===== src/rtl/serial_adder.sv =====
`default_nettype none
// ============================================================================
// Module   : serial_adder
// Purpose  : Bit-serial adder. Adds two WIDTH-bit operands plus carry-in
//            LSB-first through one full-adder cell and a registered carry.
// Revision : 1.0  initial release
// ============================================================================
module serial_adder #(
    parameter int WIDTH = 8
) (
    input  logic             clk,
    input  logic             rst_n,
    input  logic             in_valid,
    output logic             in_ready,
    input  logic [WIDTH-1:0] a_in,
    input  logic [WIDTH-1:0] b_in,
    input  logic             cin_in,
    output logic             out_valid,
    input  logic             out_ready,
    output logic [WIDTH-1:0] sum_out,
    output logic             cout_out
);

    localparam int c_cnt_w = $clog2(WIDTH);
    localparam logic [c_cnt_w-1:0] c_last = c_cnt_w'(WIDTH - 1);

    typedef enum logic [1:0] {
        S_IDLE  = 2'd0,
        S_SHIFT = 2'd1,
        S_DONE  = 2'd2
    } state_t;

    state_t             r_state;
    state_t             w_state_next;
    logic [WIDTH-1:0]   r_a_sh;
    logic [WIDTH-1:0]   r_b_sh;
    logic [WIDTH-2:0]   r_sum_sh;
    logic               r_carry;
    logic [c_cnt_w-1:0] r_cnt;

    logic               w_load;
    logic               w_shift;
    logic               w_last;
    logic               w_bit;
    logic               w_carry;
    logic [WIDTH-1:0]   w_sum_next;

    // One full-adder cell; its sum bit enters the accumulated sum from the top.
    assign w_bit      = r_a_sh[0] ^ r_b_sh[0] ^ r_carry;
    assign w_carry    = (r_a_sh[0] & r_b_sh[0]) | (r_a_sh[0] & r_carry) | (r_b_sh[0] & r_carry);
    assign w_sum_next = {w_bit, r_sum_sh};
    assign w_last     = (r_cnt == c_last);

    always_ff @(posedge clk or negedge rst_n) begin
        if (!rst_n) begin
            r_state <= S_IDLE;
        end else begin
            r_state <= w_state_next;
        end
    end

    // Handshake outputs depend on state only; the unused encoding acts as IDLE.
    always_comb begin
        w_state_next = r_state;
        in_ready     = 1'b0;
        out_valid    = 1'b0;
        w_load       = 1'b0;
        w_shift      = 1'b0;
        case (r_state)
            S_SHIFT: begin
                w_shift = 1'b1;
                if (w_last) begin
                    w_state_next = S_DONE;
                end
            end
            S_DONE: begin
                out_valid = 1'b1;
                if (out_ready) begin
                    w_state_next = S_IDLE;
                end
            end
            default: begin
                in_ready = 1'b1;
                if (in_valid) begin
                    w_load       = 1'b1;
                    w_state_next = S_SHIFT;
                end
            end
        endcase
    end

    always_ff @(posedge clk or negedge rst_n) begin
        if (!rst_n) begin
            r_a_sh   <= '0;
            r_b_sh   <= '0;
            r_sum_sh <= '0;
            r_carry  <= 1'b0;
            r_cnt    <= '0;
            sum_out  <= '0;
            cout_out <= 1'b0;
        end else if (w_load) begin
            r_a_sh  <= a_in;
            r_b_sh  <= b_in;
            r_carry <= cin_in;
            r_cnt   <= '0;
        end else if (w_shift) begin
            r_a_sh   <= {1'b0, r_a_sh[WIDTH-1:1]};
            r_b_sh   <= {1'b0, r_b_sh[WIDTH-1:1]};
            r_sum_sh <= w_sum_next[WIDTH-1:1];
            r_carry  <= w_carry;
            if (w_last) begin
                sum_out  <= w_sum_next;
                cout_out <= w_carry;
            end else begin
                r_cnt <= r_cnt + c_cnt_w'(1);
            end
        end
    end

endmodule
`default_nettype wire


===== config.mk =====
export PLATFORM = sky130hd
export DESIGN_NAME = serial_adder
export DESIGN_NICKNAME = d
export VERILOG_FILES = /design/src/rtl/serial_adder.sv
export SDC_FILE = /design/constraint.sdc
export NUM_CORES = 1
export LEC_CHECK = 0
export CORE_AREA = 2 2 66 52
export CTS_BUF_LIST = sky130_fd_sc_hd__clkbuf_4
export DETAILED_ROUTE_END_ITERATION = 7
export DIE_AREA = 0 0 68 54
export DONT_BUFFER_PORTS = 1
export PLACE_DENSITY_LB_ADDON = 0.3
export SLEW_MARGIN = 20
export SYNTH_ARGS = -nofsm -noshare
export SYNTH_HDL_FRONTEND = slang
export SYNTH_SLANG_ARGS = --single-unit
export TNS_END_PERCENT = 10

===== constraint.sdc =====
create_clock -name clk -period 2.46 [get_ports clk]
set_input_delay 0.738 -clock clk [delete_from_list [all_inputs] [get_ports clk]]
set_output_delay 0.738 -clock clk [all_outputs]
set_load 0.1 [all_outputs]

== Word level (Yosys, flattened, before mapping) ==
Index checks and enable logic that the tools add are counted.
W data, S select, Z words.

* Memories: 0
* Input port bits: 21
* Latch bits: 0
* Memory bits (writable): 0
* ROM bits: 0
* Register bits: 38
* Output and inout bits: 11

* Eq/ne operators: 6
* Add/sub/neg operators: 1
* $lt $le $gt $ge: 0
* Multipliers: 0
* Divide/modulo/power cells: 0
* Mux-type cells: 18
* Bitwise gates (word level): 8
* Shift-type cells: 0
* Reductions and logical operators: 7

{| class="wikitable"
|+ Operator list
! kind !! number
|-
| $mux W8 || 4
|-
| $mux W3 || 3
|-
| $mux W1 || 7
|-
| $mux W2 || 3
|-
| $ne A2 B2 Y1 const B || 3
|-
| $reduce_and A3 Y1 || 2
|-
| $pmux W2 S2 || 1
|-
| $reduce_and A2 Y1 || 2
|-
| $add A3 B1 Y3 const B || 1
|-
| $and A1 B1 Y1 || 3
|-
| $eq A3 B3 Y1 const B || 1
|-
| $reduce_bool A3 Y1 || 1
|-
| $eq A2 B1 Y1 const B || 1
|-
| $eq A2 B2 Y1 const B || 1
|-
| $or A1 B1 Y1 || 2
|-
| $reduce_bool A2 Y1 || 1
|-
| $reduce_or A2 Y1 || 1
|-
| $xor A1 B1 Y1 || 2
|-
| $not A1 Y1 || 1
|}

== Logic depth before layout (Yosys ltp) ==
Gate-level depths: netlist (run 1).

* Word-level depth: 5
* Depth in mapped cells: 7

== Least setup slack after synthesis (run 1) ==
No wires, ideal clock.

* Path type: reg2reg
* Start: register r_state[0]
* End: register r_state[0]
* Clock period less this slack: 2,151 ps
* Stages on the path, launching flop included: 6
* Data arrival time: 2,025 ps
* Library setup time: 126 ps
* Setup slack: 309 ps
* Required time: 2,334 ps
* Path through: dfrtp_1 inv_1 ha_1 or2b_2 o311ai_1 mux2_4

* Cells in the longest elaborated chain, start to end: 3
* Elaborated cells on any way between the ends: 7
* Classes of those cells: 4 x eq/ne; 1 x mux; 2 x reduce/logical

{| class="wikitable"
|+ RTL lines
! item !! line !! RTL
|-
| start, declared || 33 || <nowiki>state_t r_state;</nowiki>
|-
| start signal, assigned || 58 || <nowiki>r_state <= w_state_next;</nowiki>
|-
| $eq A2 B1 Y1 or $eq A2 B2 Y1 (tied branches) || 69 || <nowiki>case (r_state)</nowiki>
|-
| $ne A2 B2 Y1 (no source line) or $reduce_bool A3 Y1 (tied branches) || -- ||
|-
| $reduce_and A3 Y1 (no source line) || -- ||
|}

Several ways; a longest one is shown, not always the timed one.
A chain may end at the register's enable or synchronous reset.

== Worst setup path in the final report (run 1) ==
* Start: register r_state[0]
* End: output port in_ready

* Cells in the longest elaborated chain, start to end: 3
* Elaborated cells on any way between the ends: 4
* Classes of those cells: 2 x eq/ne; 1 x mux; 1 x reduce/logical

{| class="wikitable"
|+ RTL lines
! item !! line !! RTL
|-
| $eq A2 B2 Y1 or $eq A2 B1 Y1 (tied branches) || 69 ||
|-
| $reduce_or A2 Y1 (no source line) (*) || -- ||
|-
| $mux W1 (*) || 69 ||
|-
| end, declared || 14 || <nowiki>output logic in_ready,</nowiki>
|}

Mark *: on every way between the ends. The rest lies on a longest branch, timed or not.

==> flow_summary.ini, run 1 <==
[sta]
slew_viol_final = 0
max_freq_mhz = 451.7
rsz0062_at_grt = no
setup_viol = 0
fin_tns_setup_ns = 0
period_minus_slack_ns = 2.214
timing.max_slew.rel_slack_pct = 40.46
tightest_slew_ns = 0.8930
post-route-period-util_pct = 89.99
hold_viol_final = 0
skew_ns = 0.005415

[critical_path]
worstPathMaxFanout = 4
required_ns = 1.72
crit_chain = inv_1, ha_1, buf_4
end_kind = primary output
critPathSlowestCell = dfrtp_1
worst_path_largest_cell_delay_ns = 0.39
path_class = reg2out
arrival_ns = 1.48
startpoint_type = flop

[clocking]
cts_made_buffers = 5
cts_buffer_depth = 2
cts_root_buffer = clkbuf_4
postCtsResizedCells = 0
cts_tree = built
ctsHoldBuffers = 0
cts_max_level = 2
clock_latency_ns = 0.33
clk_pin_slew_worst_paths_ns = 0.10
cts_setup_buffers = 0
cts.sinks = 38

[floorplan]
core.rowCount = 18
initial_core_util_pct = 56.28
die_area_um2 = 3672
coreArea_um2 = 3108
die_w_um = 68
boundaryPins = 32
die_y_um = 54

[synth]
synth_fp_nets = 163
ys_seq_elements = 38
netlist_area_um2 = 1749
synth.avg_cell_area_um2 = 12.86
ys_types = 26
postSynthCellCount = 136
ys_seq_area_share_pct = 54.36
ys_warn_count = 0

[pwr]
leakagePower_uw = 0.0008933
power_uw = 2742
peakVddDrop_v = 0.0006512
powerDensity_nw_per_um2 = 1509

[finish]
antenna_cells = 0
layout_commonest_cell = dfrtp_1
area_growth_pct = 3.862
final_cell_mix = dfrtp_1, nand2_1, mux2i_1, o21ai_1
drive_gt1_share_pct = 22.14
fin_nets = 167

[routing]
via_count = 971
detail_route.iter0.violations = 37
firstDrtPassIters = 4
vias_per_cell = 5.394
drc = 0
wl_um = 2598
ant_nets = 0
wl_per_cell_um = 14.43

[global_route]
grt_pass1_vias = 981
grt_max_degree = 39
grt_overflow = 0
grt_pass1_wl_um = 4498
antenna_found_initial = 0
grt.total_usage_pct = 17.32

[placement]
numPortBuffers = 0
hpwl_um = 1838
place_congestion = 0.7478

[flow_run]
cap_violations = 0

[min_path]
min_path_type = in2async

[outcome]
status = complete, no violations
-- cell type report --
cell class / instances / area, µm²
clock buffers: 5 / 37.54
flip-flops and latches: 38 / 950.9
multi-input cells: 89 / 730.7
repair buffers: 4 / 30.03
clock inverters: 2 / 10.01
fillers: 273 / 1291
inverters: 2 / 7.507
well taps: 40 / 50.05
-- sequential cells by signal, summed over array words and instances (netlist names) --
signal    flops
r_cnt         3
r_carry       1
cout_out      1
r_state       2
r_a_sh        8
r_b_sh        8
sum_out       8
r_sum_sh      7
-- synthesized netlist by cell type --
| library cell | instances | area, µm² |
|---|---|---|
| dfrtp_1 | 38 | 950.9 |
| buf_4 | 1 | 7.510 |
| mux2i_1 | 17 | 170.2 |
| mux2_1 | 1 | 11.26 |
| nor2_1 | 3 | 11.26 |
| o21ai_1 | 9 | 45.04 |
| nand2_2 | 1 | 6.260 |
| inv_1 | 2 | 7.510 |
| nand2b_1 | 3 | 18.77 |
| xor2_1 | 1 | 8.760 |
| mux2_2 | 8 | 90.09 |
| nand3_2 | 1 | 10.01 |
| nand2_4 | 1 | 11.26 |
| o211ai_1 | 1 | 7.510 |
| nand2_1 | 17 | 63.81 |
| buf_6 | 2 | 22.52 |
| ha_1 | 5 | 62.56 |
| buf_8 | 1 | 15.01 |
| o21ai_0 | 8 | 40.04 |
| a32o_1 | 1 | 10.01 |
| mux2_4 | 8 | 120.1 |
| buf_2 | 3 | 15.01 |
| and2_1 | 1 | 6.260 |
| or2b_2 | 1 | 8.760 |
| fa_1 | 1 | 20.02 |
| o311ai_1 | 1 | 8.760 |
-- worst max-delay path, delay by kind of cell, from the launching register on --
kind | cells | cell delay, ns
buf+inv | 2 | 0.40
fa+ha+maj | 1 | 0.36
flops | 1 | 0.39
-- through the flow --
step	setup slack [ns]	instances	util, %	hold slack (ns)	area (µm²)
final	0.2463	180	58.45	0.08232	1817
after CTS	0.2325	180	58.45	0.06582	1817
after global placement	0.6921	173	56.92	0.4432	1769
after detailed placement	0.6153	173	56.92	0.4430	1769
after floorplan	0.3089	136	-	0.4424	1749
after global routing	0.1572	180	58.45	0.04843	1817
-- layer usage --
| metal | track usage (%) | share of wire (%) |
|---|---|---|
| met2 | 25.57 | 47 |
| met5 | 0 | 0 |
| met1 | 23.02 | 45 |
| met3 | 6.695 | 6.1 |
| met4 | 7.000 | 1.7 |
-- cells by family after synthesis --
logic type | synth area share, %
buf+inv | 3.862
flops | 54.36
mux | 22.39
fa+ha+maj | 4.721
compound gates | 6.366
simple gates | 7.797
xor+xnor | 0.5008
-- where the power goes --
part	switching (µW)	internal (µW)	total, µW
Sequential	522	893	1410
Clock	183	103	285
Combinational	524	518	1040
Total	1230	1510	2740
-- path summary, 6_finish.rpt --
kind	slack (ns)	endpoint	startpoint	cells after the start
worst max-delay path	0.25	in_ready	r_state[0]$_DFFE_PN0P_	3
max in group asynchronous	2.30	r_state[0]$_DFFE_PN0P_	rst_n	0
min in group clk	0.52	r_a_sh[5]$_DFFE_PN0P_	a_in[5]	2
worst max register to register	0.76	r_state[0]$_DFFE_PN0P_	r_cnt[0]$_DFFE_PN0P_	5
worst min register to register	0.55	r_cnt[1]$_DFFE_PN0P_	r_cnt[1]$_DFFE_PN0P_	2
worst min-delay path	0.08	r_b_sh[7]$_DFFE_PN0P_	rst_n	0
(Power assumes the default switching activity.)
==> run 2, diff against run 1 <==
--- a/config.mk
+++ b/config.mk
@@ -10,7 +10,7 @@
 export DETAILED_ROUTE_END_ITERATION = 7
 export DIE_AREA = 0 0 68 54
 export DONT_BUFFER_PORTS = 1
-export PLACE_DENSITY_LB_ADDON = 0.3
+export PLACE_DENSITY = 0.83
 export SLEW_MARGIN = 20
 export SYNTH_ARGS = -nofsm -noshare
 export SYNTH_HDL_FRONTEND = slang
==> flow_summary.ini, run 2 (same netlist as run 1, synthesis figures left out) <==
[clocking]
ctsHoldBuffers = 0
cts_buffer_depth = 2
cts_setup_buffers = 0
clk_pin_slew_worst_paths_ns = 0.13
cts_root_buffer = clkbuf_4
cts_max_level = 2
cts.sinks = 38
cts_made_buffers = 5
cts_tree = built
postCtsResizedCells = 0
clock_latency_ns = 0.35

[sta]
tightest_slew_ns = 0.9023
period_minus_slack_ns = 2.217
fin_tns_setup_ns = 0
max_freq_mhz = 451.0
slew_viol_final = 0
setup_viol = 0
timing.max_slew.rel_slack_pct = 39.85
holdWs_ns = 0.05695
skew_ns = 0.02166
post-route-period-util_pct = 90.13
hold_viol_final = 0
rsz0062_at_grt = no

[finish]
fin_nets = 167
area_growth_pct = 6.938
multiInputGateArea_um2 = 730.7
drive_gt1_share_pct = 21.99
largestRegisters = r_a_sh: 8 flops, r_b_sh: 8 flops, sum_out: 8 flops
final_cell_mix = dfrtp_1, nand2_1, mux2i_1, o21ai_1
regArea_um2 = 950.9
antenna_cells = 0
utilization_pct = 60.19
layout_commonest_cell = dfrtp_1
stdcell_count = 181
fillers = 249

[routing]
ant_nets = 0
wl_um = 2697
wl_met2_um = 1264
via_count = 980
firstDrtPassIters = 4
m1WireLength_um = 1253
wl_met3_um = 157
wl_per_cell_um = 14.90
drc = 0
detail_route.iter0.violations = 64
top_layer = met4
vias_per_cell = 5.414

[global_route]
grt_max_degree = 39
grt.total_usage_pct = 17.81
grt_pass1_wl_um = 4540
grt_overflow = 0
antenna_found_initial = 0
grt_pass1_vias = 970

[floorplan]
initial_core_util_pct = 56.28
core.rowCount = 18
coreArea_um2 = 3108
boundaryPins = 32
die_w_um = 68
die_area_um2 = 3672
die_y_um = 54

[placement]
dp.cells = 173
numPortBuffers = 0
place_congestion = 0.6632
hpwl_um = 1900

[min_path]
min_path_type = in2async

[pwr]
peakVddDrop_v = 0.0006622
powerDensity_nw_per_um2 = 1596
leakagePower_uw = 0.0009153
power_uw = 2986

[critical_path]
arrival_ns = 1.48
ff2ff_setup_slack_ns = 0.75
end_kind = primary output
startpoint_type = flop
path_class = reg2out
crit_chain = inv_1, ha_1, buf_4
worstPathMaxFanout = 4
critPathSlowestCell = dfrtp_1
required_ns = 1.72
path_delay_family = flip-flops
worst_path_largest_cell_delay_ns = 0.39
worstPathBufferInverterCount = 2

[outcome]
status = complete, no violations

[flow_run]
cap_violations = 0
==> run 2: power by group <==
part / internal [µW] / switching (µW) / leakage, µW
Sequential: 892 / 518 / 0.000483
Clock: 313 / 207 / 0.0000528
Combinational: 519 / 537 / 0.000379
==> run 2: final timing paths <==
path                                          from                 endpoint  cells after the start
max                         r_state[0]$_DFFE_PN0P_                 in_ready                      3
min                                          rst_n  r_sum_sh[0]$_DFFE_PN0P_                      0
max reg2reg                   r_cnt[0]$_DFFE_PN0P_   r_state[0]$_DFFE_PN0P_                      5
min reg2reg                r_sum_sh[0]$_DFFE_PN0P_  r_sum_sh[0]$_DFFE_PN0P_                      1
max in group asynchronous                    rst_n      r_carry$_DFFE_PN0P_                      0
min in group clk                           a_in[2]    r_a_sh[2]$_DFFE_PN0P_                      2
==> run 2: through the flow <==
step                      instance area, µm²  setup WS, ns
final                                   1871        0.2427
after global routing                    1871        0.1513
after CTS                               1871        0.2256
after detailed placement                1769        0.6139
after global placement                  1769        0.6930
after floorplan                         1749        0.3089
==> run 2: per-layer routing <==
layer	vias up	track usage [%]
met2	28	25.57
met3	4	7.113
met4	0	7.667
li1	479	-
met1	469	23.97
met5	-	0
==> run 2: area by class of cell <==
| type | count | share of cell area (%) |
|---|---|---|
| Tap cell | 40 | 2.676 |
| Sequential cell | 38 | 50.84 |
| Timing Repair Buffer | 4 | 1.605 |
| Multi-Input combinational cell | 89 | 39.06 |
| Inverter | 2 | 0.4013 |
| Clock inverter | 3 | 3.411 |
| Clock buffer | 5 | 2.007 |
==> run 3, diff against run 2 <==
==> constraint.sdc (replaced) <==
create_clock -name clk -period 2.45 [get_ports clk]
set_input_delay 0.735 -clock clk [delete_from_list [all_inputs] [get_ports clk]]
set_output_delay 0.735 -clock clk [all_outputs]
set_load 0.1 [all_outputs]
==> flow_summary.ini, run 3 (same netlist as run 1, synthesis figures left out) <==
[sta]
timing.max_slew.rel_slack_pct = 39.48
tightest_slew_ns = 0.9078
slew_viol_final = 0
skew_ns = 0.01088
max_freq_mhz = 450.5
hold_viol_final = 0
rsz0062_at_grt = no
period_minus_slack_ns = 2.220
fin_tns_setup_ns = 0
holdWs_ns = 0.07449
post-route-period-util_pct = 90.60
setup_viol = 0

[routing]
ant_nets = 0
wl_um = 2721
detail_route.iter0.violations = 50
drc = 0
wl_per_cell_um = 15.03
vias_per_cell = 5.337
firstDrtPassIters = 4
via_count = 966

[global_route]
grt_overflow = 0
use_met3_pct = 6.276
top_usage_layer = met2
antenna_found_initial = 0
grt_pass1_vias = 979
grt_max_degree = 39
grtUsageMet1_pct = 22.68
grt_pass1_wl_um = 4574
groute.layer.met2.usage_pct = 28.48
grt.total_usage_pct = 17.66

[clocking]
clk_pin_slew_worst_paths_ns = 0.11
cts_max_level = 2
ctsHoldBuffers = 0
clock_latency_ns = 0.34
cts_root_buffer = clkbuf_4
cts_buffer_depth = 2
cts_made_buffers = 5
postCtsResizedCells = 0
cts_setup_buffers = 0
cts.sinks = 38
cts_tree = built

[floorplan]
initial_core_util_pct = 56.28
boundaryPins = 32
core.rowCount = 18
die_w_um = 68
die_y_um = 54
coreArea_um2 = 3108
die_area_um2 = 3672

[critical_path]
end_kind = primary output
worstPathMaxFanout = 4
arrival_ns = 1.48
startpoint_type = flop
path_class = reg2out
required_ns = 1.71

[finish]
layout_commonest_cell = dfrtp_1
drive_gt1_share_pct = 22.70
final_cell_mix = dfrtp_1, nand2_1, mux2i_1, o21ai_1
fillers = 261
antenna_cells = 0
regArea_um2 = 950.9
multiInputGateArea_um2 = 730.7
fin_nets = 167
area_growth_pct = 5.579
largestRegisters = r_a_sh: 8 flops, r_b_sh: 8 flops, sum_out: 8 flops

[min_path]
min_path_type = in2async

[pwr]
leakagePower_uw = 0.0009074
peakVddDrop_v = 0.0006951
powerDensity_nw_per_um2 = 1563

[placement]
place_congestion = 0.6621
numPortBuffers = 0
hpwl_um = 1930

[outcome]
status = complete, no violations

[flow_run]
cap_violations = 0
run 3: cell count changes in the layout (fill, tap and decap cells not counted):
cell       delta
clkinv_2      +2
bufinv_16     -1
clkinv_1      -1
run 3: layout make-up:
class	count	share of cell area (%)
well taps	40	2.710
clock buffers	5	2.033
multi-input cells	89	39.57
repair buffers	4	1.626
inverters	2	0.4065
flip-flops and latches	38	51.49
clock inverters	3	2.168
run 3: per-layer routing:
metal  up-vias  wire, µm
met5         -         0
met3         2       148
met1       470      1237
met2        21      1315
met4         0        19
li1        473         -
run 3: path summary, 6_finish.rpt:
check | startpoint | end | slack, ns | cells after the start
setup reg to reg | r_cnt[0]$_DFFE_PN0P_ | r_state[0]$_DFFE_PN0P_ | 0.75 | 5
max in group asynchronous | rst_n | sum_out[4]$_DFFE_PN0P_ | 2.28 | 0
setup / recovery | r_state[0]$_DFFE_PN0P_ | in_ready | 0.23 | 3
hold / removal | rst_n | r_sum_sh[4]$_DFFE_PN0P_ | 0.07 | 0
hold reg to reg | r_sum_sh[0]$_DFFE_PN0P_ | r_sum_sh[0]$_DFFE_PN0P_ | 0.53 | 1
min in group clk | a_in[1] | r_a_sh[1]$_DFFE_PN0P_ | 0.51 | 2
run 3: worst max-delay path, cell delays in order, from the launching register on:
cell	delay (ns)
dfrtp_1	0.39
inv_1	0.08
ha_1	0.36
buf_4	0.32
run 3: report_power, final:
group	leakage [µW]	switching (µW)	internal (µW)
clock network	0.0000450	198	211
logic	0.000379	537	521
registers	0.000483	523	896
total	0.000907	1260	1630
run 3: metrics by stage:
step / setup WS (ns) / cells / util (%) / area, µm² / power [µW]
final: 0.2303 / 181 / 59.42 / 1847 / 2887
after global routing: 0.1546 / 181 / 59.42 / 1847 / 3098
after CTS: 0.2193 / 181 / 59.42 / 1847 / 2920
after detailed placement: 0.6118 / 173 / 56.92 / 1769 / 2506
after global placement: 0.6858 / 173 / 56.92 / 1769 / 2438
after floorplan: 0.2989 / 136 / - / 1749 / 2367
